### src/rtl/instr_seq_pkg.sv
// Shared definitions for the instruction sequencer: opcodes, IR field positions
// and the control FSM state encoding.
package instr_seq_pkg;

  localparam int unsigned INSTR_W = 32;
  localparam int unsigned OPC_W   = 5;
  localparam int unsigned RET_W   = 16;

  // Instruction register field positions
  localparam int unsigned OP_MSB    = 31;
  localparam int unsigned OP_LSB    = 27;
  localparam int unsigned RDST_MSB  = 26;
  localparam int unsigned RDST_LSB  = 22;
  localparam int unsigned RSRC1_MSB = 21;
  localparam int unsigned RSRC1_LSB = 17;
  localparam int unsigned MODE_BIT  = 16;
  localparam int unsigned RSRC2_MSB = 15;
  localparam int unsigned RSRC2_LSB = 11;
  localparam int unsigned IMM_MSB   = 15;
  localparam int unsigned IMM_LSB   = 0;

  localparam logic [OPC_W-1:0] OPC_MOVSGPR = 5'b00000;
  localparam logic [OPC_W-1:0] OPC_MOV     = 5'b00001;
  localparam logic [OPC_W-1:0] OPC_ADD     = 5'b00010;
  localparam logic [OPC_W-1:0] OPC_SUB     = 5'b00011;
  localparam logic [OPC_W-1:0] OPC_MUL     = 5'b00100;
  localparam logic [OPC_W-1:0] OPC_HALT    = 5'b11111;

  typedef enum logic [2:0] {
    S_IDLE  = 3'd0,
    S_FETCH = 3'd1,
    S_LOAD  = 3'd2,
    S_EXEC  = 3'd3,
    S_HALT  = 3'd4
  } state_e;

endpackage

### src/rtl/instr_decode.sv
// Opcode classifier shared by the sequencer and the GPR datapath.
module instr_decode
  import instr_seq_pkg::*;
(
  input  logic [OPC_W-1:0] opcode,
  output logic             is_legal,
  output logic             is_mul,
  output logic             is_halt
);

  // Executable opcodes occupy the contiguous range movsgpr..mul
  assign is_mul   = (opcode == OPC_MUL);
  assign is_halt  = (opcode == OPC_HALT);
  assign is_legal = (opcode <= OPC_MUL) || is_halt;

endmodule

### src/rtl/instr_sequencer.sv
// Fetch/load/execute control sequencer: walks instruction memory from start_pc,
// holds the instruction register and strobes a single datapath commit per instruction.
module instr_sequencer
  import instr_seq_pkg::*;
#(
  parameter int unsigned PC_W    = 8,
  parameter int unsigned MUL_CYC = 2
) (
  input  logic               clk,
  input  logic               rst_n,
  input  logic               start,
  input  logic [PC_W-1:0]    start_pc,
  output logic               imem_rd_en,
  output logic [PC_W-1:0]    imem_addr,
  input  logic [INSTR_W-1:0] imem_rdata,
  output logic [INSTR_W-1:0] ir,
  output logic               exec_en,
  output logic               busy,
  output logic               halted,
  output logic               illegal,
  output logic [RET_W-1:0]   retired,
  output logic [PC_W-1:0]    pc
);

  localparam int unsigned CNT_W = (MUL_CYC > 1) ? $clog2(MUL_CYC) : 1;
  localparam logic [CNT_W-1:0] MUL_LAST = CNT_W'(MUL_CYC - 1);

  state_e             state_q, state_d;
  logic [PC_W-1:0]    pc_q, pc_d;
  logic [INSTR_W-1:0] ir_q, ir_d;
  logic [RET_W-1:0]   retired_q, retired_d;
  logic               illegal_q, illegal_d;
  logic [CNT_W-1:0]   cnt_q, cnt_d;
  logic               exec_en_q, exec_en_d;
  logic               rd_en_q, rd_en_d;
  logic               busy_q, busy_d;
  logic               halted_q, halted_d;

  logic dec_legal, dec_mul, dec_halt;

  instr_decode u_decode (
    .opcode   (imem_rdata[OP_MSB:OP_LSB]),
    .is_legal (dec_legal),
    .is_mul   (dec_mul),
    .is_halt  (dec_halt)
  );

  always_ff @(posedge clk or negedge rst_n) begin
    if (!rst_n) begin
      state_q   <= S_IDLE;
      pc_q      <= '0;
      ir_q      <= '0;
      retired_q <= '0;
      illegal_q <= 1'b0;
      cnt_q     <= '0;
      exec_en_q <= 1'b0;
      rd_en_q   <= 1'b0;
      busy_q    <= 1'b0;
      halted_q  <= 1'b0;
    end else begin
      state_q   <= state_d;
      pc_q      <= pc_d;
      ir_q      <= ir_d;
      retired_q <= retired_d;
      illegal_q <= illegal_d;
      cnt_q     <= cnt_d;
      exec_en_q <= exec_en_d;
      rd_en_q   <= rd_en_d;
      busy_q    <= busy_d;
      halted_q  <= halted_d;
    end
  end

  // Next-state logic; strobes are derived from the next state so they register in step with it
  always_comb begin
    state_d   = state_q;
    pc_d      = pc_q;
    ir_d      = ir_q;
    retired_d = retired_q;
    illegal_d = illegal_q;
    cnt_d     = cnt_q;

    case (state_q)
      S_IDLE, S_HALT: begin
        if (start) begin
          pc_d      = start_pc;
          retired_d = '0;
          illegal_d = 1'b0;
          state_d   = S_FETCH;
        end
      end
      S_FETCH: state_d = S_LOAD;
      S_LOAD: begin
        ir_d = imem_rdata;
        if (dec_halt) begin
          state_d = S_HALT;
        end else if (dec_legal) begin
          cnt_d   = dec_mul ? MUL_LAST : '0;
          state_d = S_EXEC;
        end else begin
          illegal_d = 1'b1;
          state_d   = S_HALT;
        end
      end
      S_EXEC: begin
        // cnt_q counts remaining mul cycles; zero marks the commit cycle
        if (cnt_q == '0) begin
          pc_d      = pc_q + PC_W'(1);
          retired_d = (retired_q == '1) ? retired_q : retired_q + RET_W'(1);
          state_d   = S_FETCH;
        end else begin
          cnt_d = cnt_q - CNT_W'(1);
        end
      end
      default: state_d = S_IDLE;
    endcase

    rd_en_d   = (state_d == S_FETCH);
    exec_en_d = (state_d == S_EXEC) && (cnt_d == '0);
    busy_d    = (state_d != S_IDLE) && (state_d != S_HALT);
    halted_d  = (state_d == S_HALT);
  end

  assign imem_rd_en = rd_en_q;
  assign imem_addr  = pc_q;
  assign ir         = ir_q;
  assign exec_en    = exec_en_q;
  assign busy       = busy_q;
  assign halted     = halted_q;
  assign illegal    = illegal_q;
  assign retired    = retired_q;
  assign pc         = pc_q;

endmodule

### config.mk
export PLATFORM = sky130hd
export DESIGN_NAME = instr_sequencer
export DESIGN_NICKNAME = d
export VERILOG_FILES = /design/src/rtl/instr_seq_pkg.sv /design/src/rtl/instr_decode.sv /design/src/rtl/instr_sequencer.sv
export SDC_FILE = /design/constraint.sdc
export NUM_CORES = 1
export LEC_CHECK = 0
export BUFFER_PORTS_ARGS = -buffer_cell sky130_fd_sc_hd__buf_2
export CAP_MARGIN = 20
export CORE_MARGIN = 1.5
export CORE_UTILIZATION = 54
export CTS_CLUSTER_DIAMETER = 150
export DETAILED_ROUTE_END_ITERATION = 6
export PLACE_DENSITY = 0.95
export SLEW_MARGIN = 0
export SYNTH_ARGS = -nofsm -noshare
export SYNTH_HDL_FRONTEND = slang
export SYNTH_SLANG_ARGS = --single-unit
export TNS_END_PERCENT = 100
### constraint.sdc
create_clock -name clk -period 5.3 [get_ports clk]
set_clock_uncertainty 0.1 [all_clocks]
set_input_delay 0.53 -clock clk [delete_from_list [all_inputs] [get_ports clk]]
set_output_delay 0.53 -clock clk [all_outputs]
set_load 0.01 [all_outputs]
==> reports/summary.json <==
{
  "status": {
    "run_status": "finished clean"
  },
  "timing": {
    "setup_slack_ns": 2.47,
    "unrepaired_setup_endpoints_after_global_routing": "false",
    "report.final.setup_viol": 0,
    "finalMaxSlewViolations": 0,
    "timing.final.hold_violations": 0,
    "fin_crit_ns": 2.83,
    "max_freq_mhz": 353,
    "totalNegativeSetupSlack_ns": 0,
    "worst_pin_slew_ns": 1.10,
    "maxSlewHeadroom_pct": 26.2,
    "layout_worst_path_cycle_share_pct": 53.4
  },
  "global_routing": {
    "grt_overflow": 0,
    "first_pass_grt_wire_length_um": 11600,
    "pin_count_of_the_biggest_net_entering_global_routing": 66,
    "grt_antenna_before_repair": 0,
    "grt_usage_pct": 23.9,
    "first_global_vias": 2552
  },
  "cts": {
    "numCtsBuffers": 9,
    "clock_path_buffers": 2,
    "tritoncts": "built",
    "cts_repair_resize_count": 0,
    "cts_setup_buffers": 0,
    "root_buffer": "sky130_fd_sc_hd__clkbuf_8",
    "cts.sink_count": 65,
    "clkSlewWorstSetupHoldPaths_ns": 0.07,
    "worstSkewPairLatency_ns": 0.33,
    "cts-htree-levels": 3,
    "hold_buffers": 0
  },
  "worst_setup_path": {
    "chain_of_cells_forming_the_critical_path": "nor3b_2 > nor2_1 > inv_1 > a21oi_1 > nor3_1",
    "ff2ff_setup_slack_ns": 2.47,
    "path_buf_inv": 1,
    "end_kind": "flop",
    "max_stage_delay_ns": 0.95,
    "worstPathRequired_ns": 5.45,
    "worstReg2RegEnd": "retired[2]$_DFFE_PN0P_",
    "timing.critical_path.max_delay_family": "simple AND/OR/NAND/NOR gates",
    "worst-endpoint-arrival_ns": 2.98,
    "startpoint_type": "flop",
    "critical_path.slowest_cell": "sky130_fd_sc_hd__nor3b_2",
    "worstSetupPathType": "reg -> reg",
    "crit-reg2reg-launch": "state_q[0]$_DFF_PN0_",
    "depth_of_the_worst_register_to_register_path": 5,
    "crit_path_max_fanout": 15
  },
  "drt": {
    "maxUsedRoutingLayer": "met4",
    "routedWlPerCell_um": 16.0,
    "detail_route.first_pass.iterations": 4,
    "wirelength_met1_um": 3020,
    "wl_met3_um": 501,
    "totalWireLength_um": 7280,
    "route.vias.total": 2626,
    "routed_via_density": 5.77,
    "drtAntennaViolNets": 0,
    "detail_route.drc_violations": 0,
    "routed_met2_length_um": 3670,
    "drt_iter0_drc": 166
  },
  "synth": {
    "syn-cell-area_mm2": 0.00316,
    "avgSynthCellArea_um2": 11.5,
    "total_of_warnings_raised_by_yosys": 0,
    "synth-seq-area-share_pct": 51.5,
    "fraction_of_registers_with_async_set_or_reset_after_synthesis_pct": 100,
    "synth_edf_count": 0,
    "synth_cell_type_count": 55,
    "yosys_most_used_dff": "sky130_fd_sc_hd__dfrtp_1",
    "ys_ff_latch": 65,
    "postSynthCellCount": 275,
    "mappedNetlistNets": 320
  },
  "job": {
    "maxCapViolCount": 0
  },
  "placed_design": {
    "worst_setup_slack_post_dpl_ns": 2.44,
    "placed_cells": 439,
    "placed_area_mm2": 0.00369,
    "detailed_place_hpwl_um": 5150,
    "gpl.final_weighted_congestion": 0.843,
    "io_buffer_count": 111
  },
  "finish": {
    "multiInputGateArea_mm2": 0.00138,
    "seq_area_mm2": 0.00163,
    "postLayoutCellArea_mm2": 0.00395,
    "synthToLayoutAreaGrowth_pct": 25.3,
    "drive_gt1_share_pct": 46.0,
    "design.final.nets": 423,
    "n_fill_cell": 399,
    "layout.cells.most_common": "sky130_fd_sc_hd__buf_2",
    "layout.cells.most_common_list": "sky130_fd_sc_hd__buf_2, sky130_fd_sc_hd__dfrtp_1, sky130_fd_sc_hd__mux2_2",
    "n_antenna_cell": 0,
    "final_cells": 455
  },
  "pwr": {
    "maximum_vdd_ir_drop_v": 0.000392,
    "cellLeakagePower_nw": 1.88,
    "power.density_mw_per_mm2": 554,
    "total_power_w": 0.00219
  },
  "floorplanning": {
    "placeableCoreArea_mm2": 0.00557,
    "num_rows": 27,
    "top_level_ports": 112,
    "die_h_um": 79.4,
    "die-area_mm2": 0.00631,
    "start_util_pct": 56.6,
    "fp.dieW_um": 79.4
  },
  "hold_path": {
    "timing.hold.worst.class": "in -> async"
  }
}
[worst register-to-register path, stage by stage, from the launching register on]
cell                      delay (ns)
sky130_fd_sc_hd__dfrtp_1        0.52
sky130_fd_sc_hd__nor3b_2        0.96
sky130_fd_sc_hd__nor2_1         0.46
sky130_fd_sc_hd__inv_1          0.40
sky130_fd_sc_hd__a21oi_1        0.15
sky130_fd_sc_hd__nor3_1         0.16
[how the worst max path moves through the flow]
stage / startpoint / to / depth (start not counted)
detailed placement: start / retired[4]$_DFFE_PN0P_ / 6
floorplan: retired[0]$_DFFE_PN0P_ / retired[12]$_DFFE_PN0P_ / 6
global route: state_q[0]$_DFF_PN0_ / retired[4]$_DFFE_PN0P_ / 5
CTS: state_q[0]$_DFF_PN0_ / retired[4]$_DFFE_PN0P_ / 5
global placement: start / retired[4]$_DFFE_PN0P_ / 6
finish: state_q[0]$_DFF_PN0_ / retired[2]$_DFFE_PN0P_ / 5
[flip-flops by register name, indices dropped and copies added, names as in the netlist]
signal      flops
illegal         1
halted          1
imem_addr       8
imem_rd_en      1
state_q         3
ir             32
busy            1
retired        16
exec_en         1
cnt_q           1
[cell type report]
class	instances	share of cell area, %
multi-input cells	184	34.9
clock buffers	9	3.13
well taps	72	2.28
repair buffers	113	14.4
flip-flops and latches	65	41.1
inverters	5	0.475
clock inverters	7	3.61
[layer usage]
| metal | vias up | GRT usage (%) |
|---|---|---|
| li1 | 1205 | - |
| met1 | 1302 | 29.0 |
| met2 | 105 | 40.1 |
| met3 | 14 | 8.00 |
| met4 | 0 | 7.37 |
| met5 | - | 0 |
[synth_stat cells (2+ instances only)]
library cell | count | area share (%)
sky130_fd_sc_hd__or4_1 | 3 | 0.71
sky130_fd_sc_hd__a2111oi_2 | 3 | 1.4
sky130_fd_sc_hd__and3_1 | 6 | 1.2
sky130_fd_sc_hd__o21ai_0 | 11 | 1.7
sky130_fd_sc_hd__nand2b_1 | 8 | 1.6
sky130_fd_sc_hd__mux2_2 | 32 | 11
sky130_fd_sc_hd__nand3_1 | 8 | 1.3
sky130_fd_sc_hd__a211oi_1 | 3 | 0.71
sky130_fd_sc_hd__buf_2 | 6 | 0.95
sky130_fd_sc_hd__ha_1 | 2 | 0.79
sky130_fd_sc_hd__buf_4 | 10 | 2.4
sky130_fd_sc_hd__o211ai_1 | 2 | 0.48
sky130_fd_sc_hd__a21oi_1 | 17 | 2.7
sky130_fd_sc_hd__a31oi_1 | 3 | 0.59
sky130_fd_sc_hd__clkbuf_1 | 4 | 0.48
sky130_fd_sc_hd__nand4b_1 | 2 | 0.56
sky130_fd_sc_hd__nor2_1 | 13 | 1.5
sky130_fd_sc_hd__nor3_1 | 5 | 0.79
sky130_fd_sc_hd__nand2_1 | 19 | 2.3
sky130_fd_sc_hd__mux2i_1 | 8 | 2.5
sky130_fd_sc_hd__nand4_1 | 2 | 0.40
sky130_fd_sc_hd__mux2_1 | 2 | 0.71
sky130_fd_sc_hd__inv_1 | 5 | 0.59
sky130_fd_sc_hd__or3b_2 | 2 | 0.56
sky130_fd_sc_hd__dfrtp_1 | 65 | 52
sky130_fd_sc_hd__and3b_1 | 2 | 0.56
sky130_fd_sc_hd__o31ai_1 | 4 | 0.95
[where the power goes]
part           internal [W]  total (W)  switching (W)
sequential         0.000687   0.000836       0.000150
combinational      0.000381   0.000796       0.000414
clock              0.000361   0.000557       0.000196
total               0.00143    0.00219       0.000760
[logic make-up after synthesis]
family                   Yosys count  synth area share (%)
AO/OA/AOI/OAI                     58                  13.1
adder cells (fa/ha/maj)            2                 0.793
buffers and inverters             26                  4.76
flip-flops                        65                  51.5
multiplexers                      42                  14.7
AND/OR/NAND/NOR                   82                  15.1
[per-stage QoR]
stage                     util (%)  hold WS, ns
after floorplan                  -        0.134
after global placement        66.2        0.385
after detailed placement      66.2        0.392
after CTS                     70.9        0.292
after global routing          70.9        0.305
final                         70.9        0.252
No activity file was read; power rests on OpenSTA's default activity.
